File: src/rtl/rsnn_ser_pkg.sv
// ----------------------------------------------------------------------------
// rsnn_ser_pkg
//
// Shared definitions for the RSNN serial parameter-load transmitter:
//   - ser_state_e : controller states (IDLE, WAIT_WORD, SHIFT, WAIT_ACK,
//                   FINISH, ERROR)
//   - DEF_*       : default word width, image length and ack timeout
//   - cnt_w()     : counter width helper built on $clog2, never below 1 bit
//
// Optional build macro used by the importing files: RSNN_PARAM_PARITY_EN
// ----------------------------------------------------------------------------
package rsnn_ser_pkg;

   typedef enum logic [2:0] {
      IDLE,
      WAIT_WORD,
      SHIFT,
      WAIT_ACK,
      FINISH,
      ERROR
   } ser_state_e;

   localparam int DEF_WORD_W      = 8;
   localparam int DEF_NUM_WORDS   = 24;
   localparam int DEF_ACK_TIMEOUT = 16;

   // Width of a counter that must hold the values 0 .. n-1.
   // A one-value counter still needs a physical bit.
   function automatic int cnt_w(input int n);
      cnt_w = (n <= 1) ? 1 : $clog2(n);
   endfunction

endpackage : rsnn_ser_pkg

File: src/rtl/rsnn_piso_shreg.sv
// ----------------------------------------------------------------------------
// rsnn_piso_shreg
//
// Loadable MSB-first parallel-in / serial-out shift register with a bit
// counter and a last-bit flag. The serial output is taken straight from the
// MSB flop, so it is a registered signal. Zeros are shifted in from the
// bottom, so once every bit has been shifted out the output rests at 0.
//
// Build option: RSNN_PARAM_PARITY_EN
//   defined   - one even-parity bit (XOR of the word) is appended after the
//               word, giving WORD_W+1 serial bits per load
//   undefined - exactly WORD_W serial bits per load, no parity logic
//
// Ports:
//   clk      in   system clock
//   reset    in   synchronous active-high reset
//   load     in   capture word and restart the bit counter
//   shift    in   present the next bit on the following cycle
//   word     in   [WORD_W-1:0] parallel word to serialize
//   bit_out  out  current serial bit (MSB of the register)
//   last     out  the bit currently on bit_out is the final bit of the word
// ----------------------------------------------------------------------------
module rsnn_piso_shreg
   import rsnn_ser_pkg::*;
#(
   parameter int WORD_W = DEF_WORD_W
) (
   input  logic              clk,
   input  logic              reset,
   input  logic              load,
   input  logic              shift,
   input  logic [WORD_W-1:0] word,
   output logic              bit_out,
   output logic              last
);

`ifdef RSNN_PARAM_PARITY_EN
   localparam int NBITS = WORD_W + 1;
`else
   localparam int NBITS = WORD_W;
`endif

   // The counter must be able to hold NBITS itself (all bits shifted out).
   localparam int                BIT_W    = cnt_w(NBITS + 1);
   localparam logic [BIT_W-1:0]  BIT_LAST = BIT_W'(NBITS - 1);
   localparam logic [BIT_W-1:0]  BIT_END  = BIT_W'(NBITS);

   logic [NBITS-1:0] shreg_q, shreg_d;
   logic [BIT_W-1:0] bit_cnt_q, bit_cnt_d;

   // NOTE: every signal assigned in always_comb gets a default first, so no
   // path can leave it unassigned and no latch is inferred.
   always_comb begin
      shreg_d   = shreg_q;
      bit_cnt_d = bit_cnt_q;
      if (load) begin
`ifdef RSNN_PARAM_PARITY_EN
         shreg_d = {word, ^word};
`else
         shreg_d = word;
`endif
         bit_cnt_d = '0;
      end else if (shift) begin
         shreg_d = shreg_q << 1;
         // Saturate at the end-of-word value instead of wrapping.
         if (bit_cnt_q != BIT_END) begin
            bit_cnt_d = bit_cnt_q + 1'b1;
         end
      end
   end

   // NOTE: reset is synchronous and sampled inside the clocked block; state
   // is updated with non-blocking assignments so every flop sees the values
   // from before the edge.
   always_ff @(posedge clk) begin
      if (reset) begin
         shreg_q   <= '0;
         bit_cnt_q <= '0;
      end else begin
         shreg_q   <= shreg_d;
         bit_cnt_q <= bit_cnt_d;
      end
   end

   assign bit_out = shreg_q[NBITS-1];
   assign last    = (bit_cnt_q == BIT_LAST);

endmodule : rsnn_piso_shreg

File: src/rtl/rsnn_param_serializer.sv
// ----------------------------------------------------------------------------
// rsnn_param_serializer
//
// Host-side transmitter for the RSNN serial parameter-load interface. A
// start request begins a full image of NUM_WORDS words. Each word is taken
// from the source through a valid/ready handshake, shifted MSB-first onto
// param_data while load_params frames it, and then acknowledged by the RSNN
// with a data_written pulse. After the last word the RSNN must raise
// end_writing. Any missing acknowledge within ACK_TIMEOUT cycles parks the
// block in a sticky error state until the next start or reset.
//
// Build option: RSNN_PARAM_PARITY_EN (even-parity bit appended per word,
// handled entirely inside rsnn_piso_shreg; the controller is unchanged).
//
// Ports:
//   clk           in   system clock
//   reset         in   synchronous active-high reset
//   start         in   one-cycle request to send a full image (ignored busy)
//   word_data     in   [WORD_W-1:0] parallel parameter word
//   word_valid    in   word_data is valid; must be held until accepted
//   word_ready    out  word accepted this cycle when word_valid is high
//   param_data    out  serial bit to RSNN data_in
//   load_params   out  high while the bits of a word are on param_data
//   data_written  in   RSNN per-word acknowledge pulse
//   end_writing   in   RSNN image-complete level
//   busy          out  transfer in progress
//   done          out  one-cycle pulse on successful completion
//   error         out  sticky acknowledge-timeout flag
// ----------------------------------------------------------------------------
module rsnn_param_serializer
   import rsnn_ser_pkg::*;
#(
   parameter int WORD_W      = DEF_WORD_W,
   parameter int NUM_WORDS   = DEF_NUM_WORDS,
   parameter int ACK_TIMEOUT = DEF_ACK_TIMEOUT
) (
   input  logic              clk,
   input  logic              reset,
   input  logic              start,
   input  logic [WORD_W-1:0] word_data,
   input  logic              word_valid,
   output logic              word_ready,
   output logic              param_data,
   output logic              load_params,
   input  logic              data_written,
   input  logic              end_writing,
   output logic              busy,
   output logic              done,
   output logic              error
);

   localparam int                WCNT_W    = cnt_w(NUM_WORDS);
   localparam int                TMO_W     = cnt_w(ACK_TIMEOUT);
   localparam logic [WCNT_W-1:0] WORD_LAST = WCNT_W'(NUM_WORDS - 1);
   localparam logic [TMO_W-1:0]  TMO_LAST  = TMO_W'(ACK_TIMEOUT - 1);

   ser_state_e        state_q, state_d;
   logic [WCNT_W-1:0] word_cnt_q, word_cnt_d;
   logic [TMO_W-1:0]  tmo_cnt_q, tmo_cnt_d;
   logic              word_ready_q, word_ready_d;
   logic              load_params_q, load_params_d;
   logic              busy_q, busy_d;
   logic              done_q, done_d;
   logic              error_q, error_d;

   logic              sh_load;
   logic              sh_shift;
   logic              sh_last;
   logic              sh_bit;
   logic [TMO_W-1:0]  tmo_next;

   rsnn_piso_shreg #(
      .WORD_W (WORD_W)
   ) u_piso (
      .clk     (clk),
      .reset   (reset),
      .load    (sh_load),
      .shift   (sh_shift),
      .word    (word_data),
      .bit_out (sh_bit),
      .last    (sh_last)
   );

   // Timeout counter step, holding at its terminal value.
   assign tmo_next = (tmo_cnt_q == TMO_LAST) ? tmo_cnt_q : tmo_cnt_q + 1'b1;

   always_comb begin
      state_d    = state_q;
      word_cnt_d = word_cnt_q;
      tmo_cnt_d  = tmo_cnt_q;
      sh_load    = 1'b0;
      sh_shift   = 1'b0;

      case (state_q)
         IDLE, ERROR: begin
            if (start) begin
               state_d    = WAIT_WORD;
               word_cnt_d = '0;
            end
         end

         WAIT_WORD: begin
            // word_ready_q is high exactly while in this state.
            if (word_valid && word_ready_q) begin
               sh_load = 1'b1;
               state_d = SHIFT;
            end
         end

         SHIFT: begin
            sh_shift = 1'b1;
            if (sh_last) begin
               state_d   = WAIT_ACK;
               tmo_cnt_d = '0;
            end
         end

         WAIT_ACK: begin
            tmo_cnt_d = tmo_next;
            // The acknowledge is checked first so it wins over a
            // coincident timeout.
            if (data_written) begin
               if (word_cnt_q == WORD_LAST) begin
                  state_d   = FINISH;
                  tmo_cnt_d = '0;
               end else begin
                  word_cnt_d = word_cnt_q + 1'b1;
                  state_d    = WAIT_WORD;
               end
            end else if (tmo_cnt_q == TMO_LAST) begin
               state_d = ERROR;
            end
         end

         FINISH: begin
            tmo_cnt_d = tmo_next;
            // end_writing is a level, so it may already be high on entry.
            if (end_writing) begin
               state_d = IDLE;
            end else if (tmo_cnt_q == TMO_LAST) begin
               state_d = ERROR;
            end
         end

         default: begin
            state_d = IDLE;
         end
      endcase

      // Outputs are decoded from the next state so that the registered
      // copies line up with the state they describe.
      word_ready_d  = (state_d == WAIT_WORD);
      load_params_d = (state_d == SHIFT);
      busy_d        = (state_d inside {WAIT_WORD, SHIFT, WAIT_ACK, FINISH});
      done_d        = (state_q == FINISH) && (state_d == IDLE);
      error_d       = (state_d == ERROR);
   end

   always_ff @(posedge clk) begin
      if (reset) begin
         state_q       <= IDLE;
         word_cnt_q    <= '0;
         tmo_cnt_q     <= '0;
         word_ready_q  <= 1'b0;
         load_params_q <= 1'b0;
         busy_q        <= 1'b0;
         done_q        <= 1'b0;
         error_q       <= 1'b0;
      end else begin
         state_q       <= state_d;
         word_cnt_q    <= word_cnt_d;
         tmo_cnt_q     <= tmo_cnt_d;
         word_ready_q  <= word_ready_d;
         load_params_q <= load_params_d;
         busy_q        <= busy_d;
         done_q        <= done_d;
         error_q       <= error_d;
      end
   end

   assign word_ready  = word_ready_q;
   assign load_params = load_params_q;
   assign param_data  = sh_bit;
   assign busy        = busy_q;
   assign done        = done_q;
   assign error       = error_q;

endmodule : rsnn_param_serializer

File: config.mk
export PLATFORM = sky130hd
export DESIGN_NAME = rsnn_param_serializer
export DESIGN_NICKNAME = d
export VERILOG_FILES = /design/src/rtl/rsnn_ser_pkg.sv /design/src/rtl/rsnn_piso_shreg.sv /design/src/rtl/rsnn_param_serializer.sv
export SDC_FILE = /design/constraint.sdc
export NUM_CORES = 1
export LEC_CHECK = 0
export BUFFER_PORTS_ARGS = -buffer_cell sky130_fd_sc_hd__buf_4
export CAP_MARGIN = 20
export CORE_MARGIN = 3
export CORE_UTILIZATION = 40
export DETAILED_ROUTE_END_ITERATION = 8
export GPL_TIMING_DRIVEN = 0
export MAX_ROUTING_LAYER = met4
export PLACE_DENSITY_LB_ADDON = 0.1
export SLEW_MARGIN = 10
export SYNTH_ARGS = -nofsm -noshare
export SYNTH_HDL_FRONTEND = slang
export SYNTH_SLANG_ARGS = --single-unit
export TNS_END_PERCENT = 5
File: constraint.sdc
create_clock -name clk -period 2.95 [get_ports clk]
set_input_delay 0 -clock clk [delete_from_list [all_inputs] [get_ports clk]]
set_output_delay 0 -clock clk [all_outputs]
set_load 0.02 [all_outputs]
==> results of run 1 <==
-- power groups by stage --
stage	clock [mW]	combinational [mW]	sequential [mW]
final	0.341	0.101	0.410
after global routing	0.365	0.112	0.411
after CTS	0.352	0.101	0.410
after detailed placement	0	0.0914	0.419
after global placement	0	0.0893	0.418
after floorplan	0	0.0526	0.422
-- layer usage --
layer / GRT usage [%] / vias up / wire length (um)
li1: - / 662 / -
met3: 3.741 / 4 / 112
met1: 21.74 / 625 / 1519
met4: 9.645 / 0 / 26
met5: - / - / 0
met2: 28.75 / 18 / 1690
-- cells by family (layout without fill, tap and decap cells) --
family,Yosys count,after routing,share of synthesized area [%]
mux,8,8,5.517
fa+ha+maj,4,4,3.448
buf+inv,13,49,4.828
xor+xnor,7,7,4.224
flops,29,29,40.00
compound gates,36,36,16.21
simple gates,67,67,25.78
-- repair_timing --
item                      4_1_cts  5_1_grt
hold endpoints to repair       10        0
buffers inserted                0        0
hold buffers                    9        0
-- worst max path at each step --
| stage | start | end | slack [ns] | depth (start not counted) |
|---|---|---|---|---|
| after global routing | word_cnt_q[0] | busy | 0.98 | 6 |
| after detailed placement | word_cnt_q[0] | busy | 1.18 | 6 |
| final | tmo_cnt_q[0] | busy | 1.11 | 6 |
| after floorplan | tmo_cnt_q[0] | busy | 1.31 | 6 |
| after global placement | tmo_cnt_q[0] | busy | 1.17 | 6 |
| after CTS | word_cnt_q[0] | busy | 1.13 | 6 |
-- cell type report --
| type | instances | area [um2] |
|---|---|---|
| Sequential cell | 29 | 580.6 |
| Clock inverter | 1 | 30.03 |
| Clock buffer | 7 | 55.05 |
| Tap cell | 46 | 57.56 |
| Multi-Input combinational cell | 122 | 800.8 |
| Buffer | 8 | 51.30 |
| Inverter | 5 | 18.77 |
| Timing Repair Buffer | 28 | 232.7 |
| Fill cell | 309 | 1589 |
-- state kept, by name, indices dropped and copies added (netlist names) --
register	count
error	1
u_piso.bit_cnt_q	4
busy	1
done	1
state_q	3
word_ready	1
load_params	1
tmo_cnt_q	4
word_cnt_q	5
u_piso.shreg_q	8
-- through the flow --
step	setup WS, ns	util [%]	hold WS, ns	instance area, um2	cells
finish	1.114	53.48	0.1506	1827	246
global route	0.9763	53.48	0.1884	1827	246
CTS	1.130	53.48	0.1393	1827	246
detailed placement	1.178	48.35	0.2286	1652	229
global placement	1.169	48.35	0.2288	1652	229
floorplan	1.308	-	0.07161	1451	164
-- tightest hold or removal path: stages --
cell and delay [ns]:
buf_4 0.12, nand3_2 0.14, nand3_1 0.13, a21oi_1 0.05
-- cells in the final DEF (no fill, tap or decap), types with 3 or more instances in the layout --
master         count
dfxtp_1           29
buf_4             20
nor2_1            19
a21oi_1           11
nand3_1           10
nand2_1            9
a211oi_1           9
dlygate4sd3_1      9
mux2i_1            8
nor3_1             7
inv_1              5
xnor2_1            5
o21ai_0            5
clkbuf_4           5
nand2b_1           4
clkbuf_1           4
ha_1               4
a31oi_1            3
==> metrics.md, run 1 <==
| Metric | Value |
|---|---|
| Outcome | completed |
| Kind of end point of the critical path | register |
| Leakage | 0.7390 nW |
| Ys Warns | 0 |
| Minimum clock period | 1.836 ns |
| Sw Pwr | 197.0 uW |
| Post-cts repair resize count | 0 |
| Global-route wire length before repair | 5927 um |
| Share of total power in combinational logic | 11.9% |
| RD Place Congestion | 0.7923 |
| Latest clock arrival within the worst-skew pair | 0.33 ns |
| Number of enable-type register cells in the synthesized netlist | 0 |
| Kind of cell with the highest combined delay on the critical path | simple AND/OR/NAND/NOR gates |
| Max-cap violation count | 0 |
| Count of unique library cells instantiated by Yosys | 42 |
| Number of synthesized register bits | 29 |
| Core Box Area | 3416 um2 |
| Initial antenna violation count | 0 |
| Startpoint of the worst register-to-register path | tmo_cnt_q[0] |
| Die Span X | 66.24 um |
| Count of vias placed by the detailed router | 1309 |
| Grt ovf | 0 |
| Max VDD drop | 0.2385 mV |
| WP buf/inv | 0 |
| Clock root buffer | clkbuf_4 |
| Clock transition at path regs | 0.09 ns |
| Final TNS setup | 0 ns |
| Mean number of vias per cell | 5.321 |
| TritonCTS Buffers | 5 |
| Critical Path Start Type | register |
| Mapped Cells | 164 |
| Biggest area consumer among synthesized cells | dfxtp_1 |
| Final Setup Violations | 0 |
| DIE HEIGHT | 66.24 um |
| CP Class | register to register |
| Detailed Place HPWL | 2398 um |
| Pin count of the biggest net entering global routing | 11 |
| WHS Path Cells | 4 |
| GRT Total Usage | 18.22% |
| Fraction of final layout cells with drive strength greater than 1 | 18.50% |
| Drt drc | 0 |
| Area of the mapped netlist | 1451 um2 |
| Number of cell instances on the worst register-to-register path | 6 |
| Standard cell with the maximum stage delay on the critical path | or4_1 |
| Number of detailed-route iterations in the first pass | 4 |
| Sequential share of power | 48.1% |
| Number of pins exceeding their max-slew limit in the final report | 0 |
| Number of nets still failing antenna checks after routing | 0 |
| Starting density of the core | 42.49% |
| DRT Wirelength | 3349 um |
| Post-DR wirelength/cell | 13.61 um |
| Period Utilization, post-route | 62.22% |
| Area growth from synthesis to layout | 25.86% |
| TritonCTS clock tree | yes |
| Area of the die | 4387 um2 |
| Most frequent cell on the critical path | nand3_1 |
| Max-slew headroom at the worst pin | 50.66% |
| Cell-by-cell trace of the critical path | ha_1, nand3_1, nand3_1, a31oi_1, or4_1, a21oi_1 |
| Worst min-delay path category | input pin to register |
| CTS H-tree depth | 2 |
| Critical path data required time | 3.21 ns |
| Total inserted antenna cells | 0 |
| CTS max path bufs | 2 |
| Io pins | 20 |
| Main area contributors after synthesis | dfxtp_1, mux2i_1, nor2_1 |
| Net count of the mapped netlist | 182 |
| DRC marker count from the first detailed-route iteration | 59 |
| Unrepaired setup endpoints after global routing | no |
| # nets final | 217 |
| Top-count cell post-synth | dfxtp_1 |
| Clock Power Share | 40.0% |
| Tightest Pin Transition | 0.7382 ns |
| Share of synthesized area occupied by flip-flops and latches | 40.00% |
| R2R Setup Slk | 1.11 ns |
| Sink count of the clock tree | 29 |
| Cell types with the highest counts after synthesis | dfxtp_1, nor2_1, a21oi_1 |
| Row cnt | 21 |
| Power density cells | 466.0 nW/um2 |
| Via count of the first global-routing pass | 1302 |
| Worst Clk Skew | 0.003559 ns |
| Total power | 851.2 uW |
| Peak per-stage delay on the critical path | 0.44 ns |
| Worst reg2reg endpoint | busy |
| CP Max Fanout | 5 |
| Port Buf Inserts | 19 |
| Terminating pin of the worst hold path | word_cnt_q[1] |
| Dominant register cell in the synthesized netlist | dfxtp_1 |
| Final Hold Viols | 0 |
| Mean Syn Cell Area | 8.850 um2 |
| Proportion of register bits with asynchronous set or reset after synthesis | 0% |
| Timing-limited maximum frequency | 0.5448 GHz |
| Yosys top cell area share | 40.00% |
| Switching part of the total | 23.15% |
| Hold path start | data_written |
| Worst Path Arrival | 2.10 ns |
| Internal power component | 654.2 uW |
Note: power is estimated with default switching activity, not from simulation.
==> run 2: changes to the inputs <==
==> constraint.sdc (replaced) <==
create_clock -name clk -period 1.74 [get_ports clk]
set_input_delay 0 -clock clk [delete_from_list [all_inputs] [get_ports clk]]
set_output_delay 0 -clock clk [all_outputs]
set_load 0.02 [all_outputs]
==> run 2 against run 1 <==
Compared with the run above: the flow now finishes with violations (setup timing); worst hold slack lost 0.064 ns; core utilization up 1.2 points; non-clock buffer count is 1 higher; combinational power grew 74%; fmax grew 4.9%.
==> metrics.md, run 2 (synthesized netlist as in run 1, its figures left out) <==
| Metric | Value |
|---|---|
| Outcome | complete, but fails checks |
| Violations in the final reports | setup timing |
| Most common library cell in the layout ignoring fill and taps | dfxtp_1 |
| Row cnt | 21 |
| CP Max Fanout | 10 |
| Via count of the first global-routing pass | 1317 |
| Post-route cell area | 1868 um2 |
| Leakage | 0.7487 nW |
| CTS H-tree depth | 2 |
| Area growth from synthesis to layout | 28.71% |
| Critical path data required time | 2.01 ns |
| Power density cells | 778.7 nW/um2 |
| R2R Setup Slk | -0.01 ns |
| Drt drc | 0 |
| Worst Clk Skew | 0.006240 ns |
| CTS max path bufs | 2 |
| Period Utilization, post-route | 100.6% |
| Clock transition at path regs | 0.10 ns |
| Kind of end point of the critical path | register |
| Grt ovf | 0 |
| CP Class | register to register |
| Io pins | 20 |
| Clock root buffer | clkbuf_4 |
| Max-slew headroom at the worst pin | 61.27% |
| DRT Wirelength | 3433 um |
| Post-place instance area | 1652 um2 |
| Total inserted antenna cells | 0 |
| Worst Path Arrival | 2.02 ns |
| Commonest non-fill, non-tap cells in the layout | dfxtp_1, buf_4, nor2_1 |
| Largest register by flop count | u_piso.shreg_q |
| Final core area utilization | 54.69% |
| Number of detailed-route iterations in the first pass | 4 |
| Die Span X | 66.24 um |
| Initial antenna violation count | 0 |
| Sink count of the clock tree | 29 |
| RD Place Congestion | 0.7923 |
| Pin count of the biggest net entering global routing | 11 |
| Largest registers | u_piso.shreg_q: 8 flops, word_cnt_q: 5 flops |
| # nets final | 218 |
| Startpoint of the worst register-to-register path | state_q[1] |
| Timing-limited maximum frequency | 0.5714 GHz |
| Max FFs per register | 8 |
| Worst setup path startpoint | state_q[1] |
| Mean number of vias per cell | 5.316 |
| Core Box Area | 3416 um2 |
| Max VDD drop | 0.4227 mV |
| Count of vias placed by the detailed router | 1313 |
| Hold path start | data_written |
| Worst min-delay path category | input pin to register |
| TritonCTS Buffers | 5 |
| Port Buf Inserts | 19 |
| Final Setup Violations | 1 |
| Latest clock arrival within the worst-skew pair | 0.34 ns |
| Final Hold Viols | 0 |
| Critical Path Start Type | register |
| DRC marker count from the first detailed-route iteration | 35 |
| Post-DR wirelength/cell | 13.90 um |
| DIE HEIGHT | 66.24 um |
| Final WS setup | -0.01020 ns |
| Number of nets still failing antenna checks after routing | 0 |
| GRT Total Usage | 18.40% |
| Area of the die | 4387 um2 |
| Number of pins exceeding their max-slew limit in the final report | 0 |
| Unrepaired setup endpoints after global routing | yes |
| TritonCTS clock tree | yes |
| Starting density of the core | 42.49% |
| Max-cap violation count | 0 |
| Area of all sequential standard cells | 580.6 um2 |
| Detailed Place HPWL | 2398 um |
| Count of fill cells added during filler insertion | 308 |
| Fraction of final layout cells with drive strength greater than 1 | 21.39% |
| Area of the multi-input gates | 828.3 um2 |
| Minimum clock period | 1.750 ns |
| Tightest Pin Transition | 0.5810 ns |
| Global-route wire length before repair | 5975 um |
-- run 2: area by class of cell --
cell class	count	share of cell area (%)
well taps	46	3.081
inverters	5	1.005
plain buffers	8	3.081
clock buffers	7	2.947
clock inverters	1	1.608
repair buffers	29	12.86
multi-input cells	122	44.34
flip-flops and latches	29	31.08
-- run 2: worst paths after layout --
| check | end | cells after the start |
|---|---|---|
| worst max-delay path | busy | 6 |
| worst min-delay path | load_params | 4 |
| worst max register to register | busy | 6 |
| worst min register to register | word_cnt_q[1] | 2 |
-- run 2: metrics by stage --
stage / setup WS (ns) / cells / power, mW / TNS (ns) / hold slack (ns)
floorplan: 0.09756 / 164 / 0.8049 / 0 / 0.07161
global placement: -0.04067 / 229 / 0.8602 / -0.04067 / 0.2288
detailed placement: -0.03156 / 229 / 0.8650 / -0.03156 / 0.2286
CTS: 0.0009899 / 247 / 1.463 / 0 / 0.07613
global route: -0.1329 / 247 / 1.511 / -0.3952 / 0.1236
finish: -0.01020 / 247 / 1.455 / -0.01020 / 0.08668
-- run 2: where the power goes --
group,internal [mW],switching (mW),total (mW)
clock,0.343,0.241,0.584
sequential,0.683,0.0119,0.694
combinational,0.0863,0.0900,0.176
-- run 2: what timing repair did --
action / CTS / global route
hold endpoints to repair: 10 / 0
pin swaps: 1 / 0
hold buffers: 9 / 0
gates cloned: 0 / 0
setup buffers: 1 / 0
resized for setup: 2 / 8
endpoints found under the setup margin: 1 / 18
-- run 2: routing by layer --
layer	track usage, %	share of wire [%]	vias to the layer above
li1	-	-	664
met1	21.95	45	626
met2	29.12	50	16
met3	3.741	3.5	7
met4	9.645	1.5	0
met5	-	0	-
-- run 2: worst max-delay path, cell delays in order, from the launching register on --
cell      delay, ns
dfxtp_1        0.32
buf_4          0.16
or2b_1         0.26
a211oi_1       0.27
a31oi_2        0.12
or4_1          0.42
a21oi_1        0.14
